<file path="src/rtl/spi_shift_engine.sv">
// Byte-serial SPI shift engine: MSB-first, one byte per IDLE/SHIFT/DONE pass.
// Define SPI_SHIFT_MODE_EN to add cpol_i/cpha_i; otherwise fixed mode 0.
module spi_shift_engine #(
  parameter int unsigned CLK_DIV = 4
) (
  input  logic        clk_i,
  input  logic        rstn_i,
  input  logic        enable_i,
  input  logic [31:0] spi_write_data_i,
  input  logic [2:0]  spi_write_data_bytes_valid_i,
  input  logic        reset_fill_level_i,
  input  logic        spi_miso_i,
`ifdef SPI_SHIFT_MODE_EN
  input  logic        cpol_i,
  input  logic        cpha_i,
`endif
  output logic        spi_mosi_o,
  output logic        spi_clk_o,
  output logic [31:0] spi_read_data_o,
  output logic [2:0]  spi_read_data_bytes_valid_o
);

  localparam int DW = (CLK_DIV > 1) ? $clog2(CLK_DIV) : 1;
  localparam logic [DW-1:0] DIV_LAST = DW'(CLK_DIV - 1);

  typedef enum logic [1:0] {
    IDLE,
    SHIFT,
    DONE
  } state_t;

  state_t        state_q;
  state_t        state_d;
  logic [2:0]    bv_lim;
  logic [2:0]    count_q;
  logic [DW-1:0] div_q;
  logic [3:0]    ecnt_q;
  logic [7:0]    tx_q;
  logic [7:0]    rx_q;
  logic [7:0]    ld_byte;
  logic [31:0]   rdata_q;
  logic          sclk_q;
  logic          mosi_q;
  logic          drop_q;
  logic          cpha_q;
  logic          cpol_in;
  logic          cpha_in;
  logic          start;
  logic          tick;
  logic          sample_ev;
  logic          drive_ev;

`ifdef SPI_SHIFT_MODE_EN
  assign cpol_in = cpol_i;
  assign cpha_in = cpha_i;
`else
  assign cpol_in = 1'b0;
  assign cpha_in = 1'b0;
`endif

  always_comb begin
    bv_lim    = (spi_write_data_bytes_valid_i > 3'd4) ? 3'd4
              : spi_write_data_bytes_valid_i;
    ld_byte   = spi_write_data_i[{count_q[1:0], 3'b000} +: 8];
    tick      = (state_q == SHIFT) && (div_q == DIV_LAST);
    // Even edges are leading; CPHA picks which edge parity samples.
    sample_ev = tick && (ecnt_q[0] == cpha_q);
    drive_ev  = tick && (ecnt_q[0] != cpha_q);
    start     = 1'b0;
    state_d   = state_q;
    if (!enable_i) begin
      state_d = IDLE;
    end else begin
      unique case (state_q)
        IDLE: begin
          if (count_q < bv_lim) begin
            start   = 1'b1;
            state_d = SHIFT;
          end
        end
        SHIFT: begin
          if (tick && ecnt_q == 4'd15) state_d = DONE;
        end
        DONE:    state_d = IDLE;
        default: state_d = IDLE;
      endcase
    end
  end

  always_ff @(posedge clk_i) begin
    if (!rstn_i) state_q <= IDLE;
    else         state_q <= state_d;
  end

  always_ff @(posedge clk_i) begin
    if (!rstn_i) begin
      count_q <= '0;
      div_q   <= '0;
      ecnt_q  <= '0;
      tx_q    <= '0;
      rx_q    <= '0;
      rdata_q <= '0;
      sclk_q  <= 1'b0;
      mosi_q  <= 1'b0;
      drop_q  <= 1'b0;
      cpha_q  <= 1'b0;
    end else if (!enable_i) begin
      count_q <= '0;
      div_q   <= '0;
      ecnt_q  <= '0;
      sclk_q  <= cpol_in;
      mosi_q  <= 1'b0;
      drop_q  <= 1'b0;
    end else begin
      if (reset_fill_level_i) count_q <= '0;
      unique case (state_q)
        IDLE: begin
          sclk_q <= cpol_in;
          mosi_q <= 1'b0;
          if (start) begin
            cpha_q <= cpha_in;
            div_q  <= '0;
            ecnt_q <= '0;
            rx_q   <= '0;
            drop_q <= reset_fill_level_i;
            // CPHA=0 puts the MSB out on entry, CPHA=1 on the first edge.
            if (cpha_in) begin
              tx_q <= ld_byte;
            end else begin
              tx_q   <= {ld_byte[6:0], 1'b0};
              mosi_q <= ld_byte[7];
            end
          end
        end
        SHIFT: begin
          if (reset_fill_level_i) drop_q <= 1'b1;
          if (tick) begin
            div_q  <= '0;
            ecnt_q <= ecnt_q + 4'd1;
            sclk_q <= ~sclk_q;
          end else begin
            div_q <= div_q + DW'(1);
          end
          if (sample_ev) rx_q <= {rx_q[6:0], spi_miso_i};
          if (drive_ev) begin
            mosi_q <= tx_q[7];
            tx_q   <= {tx_q[6:0], 1'b0};
          end
        end
        DONE: begin
          mosi_q <= 1'b0;
          if (!drop_q && !reset_fill_level_i) begin
            rdata_q[{count_q[1:0], 3'b000} +: 8] <= rx_q;
            count_q <= (count_q == 3'd4) ? 3'd4 : count_q + 3'd1;
          end
        end
        default: mosi_q <= 1'b0;
      endcase
    end
  end

  assign spi_mosi_o                  = mosi_q;
  assign spi_clk_o                   = sclk_q;
  assign spi_read_data_o             = rdata_q;
  assign spi_read_data_bytes_valid_o = count_q;

endmodule

</file>
<file path="config.mk">
export PLATFORM = sky130hd
export DESIGN_NAME = spi_shift_engine
export DESIGN_NICKNAME = d
export VERILOG_FILES = /design/src/rtl/spi_shift_engine.sv
export SDC_FILE = /design/constraint.sdc
export NUM_CORES = 1
export LEC_CHECK = 0
export BUFFER_PORTS_ARGS = -buffer_cell sky130_fd_sc_hd__buf_4
export CORE_MARGIN = 3
export CORE_UTILIZATION = 50
export CTS_CLUSTER_DIAMETER = 100
export CTS_CLUSTER_SIZE = 30
export DETAILED_ROUTE_END_ITERATION = 10
export PLACE_DENSITY = 0.76
export SYNTH_ARGS = -nofsm -noshare
export SYNTH_HDL_FRONTEND = slang
export SYNTH_SLANG_ARGS = --single-unit
export TNS_END_PERCENT = 1
</file>
<file path="constraint.sdc">
create_clock -name clk_i -period 3.4 [get_ports clk_i]
set_input_delay 0.34 -clock clk_i [delete_from_list [all_inputs] [get_ports clk_i]]
set_output_delay 0.34 -clock clk_i [all_outputs]
set_load 0.005 [all_outputs]
</file>
## Word level (Yosys, flattened, before mapping)

Index checks and enable logic that the tools add are counted.

| storage, ports and cells | value |
|---|---|
| register bits after elaboration | 62 |
| bits of input ports | 40 |
| output and inout port bits | 37 |
| word-level logic and storage cells | 83 |

| operators by class | value |
|---|---|
| add/subtract/negate cells | 4 |
| magnitude comparators | 2 |
| eq/ne operators | 12 |
| shift-type cells | 3 |
| muxes and demuxes | 32 |
| bitwise operators | 2 |
| reductions and logical operators | 18 |

Operator list:

| cell | number |
|---|---|
| $bwmux 32 | 1 |
| $mux 8 | 4 |
| $pmux 8 s2 | 2 |
| $shift 8x7->32 const A | 1 |
| $shiftx 32x6->8 | 1 |
| $shiftx 8x7->32 | 1 |
| $mux 3 | 5 |
| $ne 2x2->1 const B | 6 |
| $reduce_and 3->1 | 3 |
| $mux 1 | 8 |
| $mux 2 | 4 |
| $mux 4 | 2 |
| $pmux 2 s2 | 2 |
| $pmux 4 s2 | 1 |
| $reduce_and 2->1 | 4 |
| $reduce_and 4->1 | 2 |
| $neg 5->7 | 1 |
| $pmux 1 s2 | 3 |
| $logic_and 1x1->1 | 5 |
| $add 4x1->4 const B | 1 |
| $eq 2x2->1 const B | 2 |
| $eq 4x4->1 const B | 1 |
| $add 3x1->3 const B | 1 |
| $eq 3x3->1 const B | 1 |
| other kinds (9) | 11 |

## Longest topological paths before layout

| logic depth | value |
|---|---|
| word-level depth | 8 |
| gate-level depth with buffers | 8 |
| mapped depth without buffers | 7 |

## Worst setup path after synthesis

No wires, ideal clock.

| path | value |
|---|---|
| path kind | register to register |
| from | register count_q[1], in the netlist spi_read_data_bytes_valid_o[1] |
| to | register rdata_q[0], in the netlist spi_read_data_o[0] |
| library setup time | 0.076 ns |
| arrival time | 2.018 ns |
| data required time | 3.324 ns |
| path slack | 1.307 ns |
| stages on the path, launching flop included | 7 |
| path buffers | 1 |
| clock period less this slack | 2.093 ns |
| cells stage by stage | dfxtp_1 -> clkbuf_1 -> inv_1 -> ha_1 -> nor3b_1 -> nand3_1 -> a21boi_0 |

| between the ends | value |
|---|---|
| longest elaborated chain between the ends | 3 |
| elaborated cells on any way between the ends | 4 |
| those cells by class | 1 x add/sub; 2 x shift; 1 x mux |

Ends and longest elaborated chain:

| what | RTL line | source |
|---|---|---|
| start: declaration | 35 | `logic [2:0] count_q;` |
| start signal: assignment | 154 | `count_q <= (count_q == 3'd4) ? 3'd4 : count_q + 3'd1;` |
| $neg 5->7 (*) | 153 | `rdata_q[{count_q[1:0], 3'b000} +: 8] <= rx_q;` |
| $shiftx 8x7->32 or $shift 8x7->32 (tied branches) | 153 |  |
| $bwmux 32 (*) | 153 |  |
| end signal: indexed assignment | 153 |  |
| end: declaration | 41 | `logic [31:0] rdata_q;` |

Mark *: on every way between the ends. The rest lies on a longest branch, timed or not.
A chain may end at the register's enable or synchronous reset.

## Worst setup path after layout

| path | value |
|---|---|
| from | register count_q[0], in the netlist spi_read_data_bytes_valid_o[0] |
| to | register rdata_q[23], in the netlist spi_read_data_o[23] |

Same word-level chain as after synthesis.

==> impl_summary.txt <==
----------------------------------------------------
[STA]
  Setup TNS after final layout ... 0 ps
  Worst path setup slack after routing ... between 800 and 900 ps
  Count of pins over their slew limit ... 0
  Hold Violations, Final ... 0
  Setup repair after global routing missed its margin ... false
  Period utilisation layout ... 73.8%
  Tightest Pin Transition ... 794 ps
  Headroom to the max-slew limit ... between 40 and 50%
  Skew final ... about 8.8 ps
  Tmin final ... about 2500 ps
  Setup violation total in the final timing report ... 0
  Achievable frequency ... roughly 400 MHz

[Clock tree]
  Maximum number of buffers from clock root to sink ... 2
  TritonCTS buffer count ... 9
  Cell at the root of the clock tree ... clkbuf_8
  Post-cts hold buffer count ... 0
  CTS Sinks ... 61
  Count of H-tree levels built during CTS ... 3
  Post-CTS resize count ... 0
  CTS tree ... yes
  Post-CTS Setup Repair Bufs ... 0
  Worst-Skew Late Latency ... approximately 340 ps
  Clock input transition at the sequential cells of the worst setup and hold paths ... roughly 60 ps

[Finish]
  Final-layout fill cell count ... 472
  ANT cells ... 0
  Post-route cell area ... roughly 3700 µm²
  Post-layout net count ... about 430
  Share of cells above drive strength 1 ... between 20% and 30%
  Highest-count cells in the layout ignoring fill and taps ... 80 x buf_4, 61 x dfxtp_1, 44 x nand3_1
  Most common library cell in the layout ignoring fill and taps ... buf_4
  Area delta synth->final ... 26.8%

[Synth]
  Area share of the largest cell type after synthesis ... roughly 42%
  Share of flip-flops with an asynchronous set or reset after synthesis ... 0%
  Post-Syn Area per Cell ... around 9.4 µm²
  Syn Inst Count ... a little over 300
  EDFF count, synth ... 0
  Largest cells by area after synthesis ... dfxtp_1 42%, nand3_1 7.6%, a21boi_0 6.5%, mux4_2 5.4%, nand2_1 5.2%
  Post-synthesis net count ... 358
  Flops & latches, synth ... 61
  Post-synth cell types ... 46
  Sequential element share of the synthesized area ... 42.0%
  Cell type with the highest aggregate area in the netlist ... dfxtp_1
  Count of warnings emitted by yosys ... 0
  Dominant register cell in the synthesized netlist ... dfxtp_1
  Syn Std Cell Area ... slightly below 3000 µm²

[Pwr]
  Clk network pwr share ... ~43%
  Cell leakage power ... about 1.5 nW
  Final Power ... about 1.5 mW
  Power per cell area ... ~400 nW/µm²
  Power dissipated by switching net loads ... between 0.3 and 0.4 mW
  Combinational power share ... between 7 and 8%
  Internal portion of total power ... roughly 1.2 mW
  Maximum vdd drop ... between 0.0002 and 0.00025 V
  Switching fraction of total power ... between 20% and 30%
  Sequential power share ... between 40% and 50%

[Run]
  Max Cap Violations ... 0

[Floorplan]
  Core region area ... 5570 µm²
  Die ar. ... between 6000 and 7000 µm²
  Die width ... 82.2 µm
  Number of ports placed on the die boundary ... 77
  Die outline height ... about 80 µm
  Starting density of the core ... a little over half
  Rows ... 27

[Detailed routing]
  Routed len/inst ... between 15 and 20 µm
  Total vias in the final route ... ~2.6k
  Routed wire length ... around 7100 µm
  First DRT Iteration DRCs ... about 100
  Number of DRC violations after detailed routing ... 0
  Detailed-route vias per instance ... ~5.6
  Number of nets with antenna violations after routing ... 0
  Number of iterations in the first detailed-routing pass ... 4

[Placed design]
  Pre-CTS setup slack ... around 900 ps
  DP Area ... about 3500 µm²
  Post-detail-place hpwl ... 4930 µm
  Routability congestion estimate ... a little under 0.8
  Count of input and output buffers ... between 70 and 80

[Critical path]
  Required time at the endpoint of the critical path ... between 3000 and 4000 ps
  Critical Path Fanout Max ... 16
  Worst setup path startpoint ... spi_read_data_bytes_valid_o[0]$_SDFF_PN0_
  Critical path launch point type ... flip-flop
  FF-to-FF Start ... spi_read_data_bytes_valid_o[0]$_SDFF_PN0_
  Classification of the worst setup path ... reg2reg
  Crit path DAT ... 2750 ps
  Critical Path End Type ... flip-flop

[Min path]
  Worst min-delay path category ... in2reg
  Hold Startpoint ... spi_miso_i

[Global route]
  Maximum number of pins on one net before global-route repair ... 45
  Initial antenna violation count ... 0
  Number of global-route vias before repair ... approximately 2.5k
  Grt total ovfl ... 0
  Wire length of the first global-routing pass ... 11600 µm
  Aggregate global-route resource usage ... between 20 and 25%

[Outcome]
  Status ... finished clean

----------------------------------------------------
## critical path: stages (launching register included)
cell and delay, ps:
dfxtp_1 830, inv_1 310, ha_1 440, nor3b_1 290
buf_4 220, nand3_1 80, a21boi_0 230
## routing by layer
metal | up-vias | global-route usage (%) | part of all wire [%]
met1 | 1202 | 29.9 | 45
li1 | 1267 | - | -
met3 | 7 | 6.62 | 5.5
met5 | - | 0 | 0
met4 | 0 | 6.31 | 0.86
met2 | 77 | 36.0 | 49
## registers in the layout, indices dropped and copies added, names as in the netlist
name and flops:
state_q 2, spi_mosi_o 1, ecnt_q 4, tx_q 7, spi_read_data_bytes_valid_o 3, drop_q 1
div_q 2, spi_read_data_o 32, spi_clk_o 1, rx_q 8
## final cells by class
type / count / area [µm²] / share of cell area, %
multi-input cells: 223 / 1560 / 42.5
inverters: 4 / 15.0 / 0.408
flip-flops and latches: 61 / 1220 / 33.2
clock inverters: 1 / 30.0 / 0.815
repair buffers: 80 / 601 / 16.3
clock buffers: 14 / 163 / 4.42
well taps: 72 / 90.1 / 2.45
## synth_stat cells (2+ instances only)
cell,count
a21boi_0,25
a21boi_1,8
a21oi_1,10
a22o_1,8
a31oi_1,4
and3_1,5
buf_2,5
buf_4,2
buf_6,2
clkbuf_1,10
dfxtp_1,61
ha_1,10
inv_1,4
mux2i_1,8
mux4_2,7
nand2_1,40
nand3_1,44
nor2_1,7
nor2b_1,5
nor3_1,7
nor3b_1,2
nor3b_2,3
o31ai_1,7
or3b_1,2
## final timing paths
| path | slack [ps] | endpoint | cells past startpoint |
|---|---|---|---|
| worst min register to register | 460 | spi_read_data_o[31]$_SDFFE_PN0P_ | 2 |
| worst max-delay path | 890 | spi_read_data_o[23]$_SDFFE_PN0P_ | 6 |
| worst min-delay path | 220 | rx_q[0]$_SDFFE_PN0P_ | 2 |
| worst max register to register | 890 | spi_read_data_o[23]$_SDFFE_PN0P_ | 6 |
## power groups by stage
| stage | logic, mW | registers (mW) | clock network, mW |
|---|---|---|---|
| after floorplan | 0.0643 | 0.744 | 0 |
| after global placement | 0.104 | 0.747 | 0 |
| final | 0.108 | 0.732 | 0.636 |
| after CTS | 0.108 | 0.732 | 0.651 |
| after global routing | 0.118 | 0.732 | 0.682 |
| after detailed placement | 0.107 | 0.747 | 0 |
## through the flow
stage | hold slack, ps | utilization (%) | std cells
6_report | 222 | 66.1 | 455
5_1_grt | 206 | 66.1 | 455
4_1_cts | 204 | 66.1 | 455
3_5_place_dp | 451 | 62.6 | 440
3_3_place_gp | 440 | 62.6 | 440
2_1_floorplan | 417 | - | 308
## kinds of logic after synthesis
logic type,Yosys count,synth area share (%)
AOI/OAI and AO/OA,71,17.7
and+or+nand+nor,123,21.7
DFF,61,42.0
xor gates and xnor gates,2,0.603
adders and majority gates,10,4.31
muxes,17,9.47
buffers and inverters,24,4.13
No activity file was read; power rests on OpenSTA's default activity.
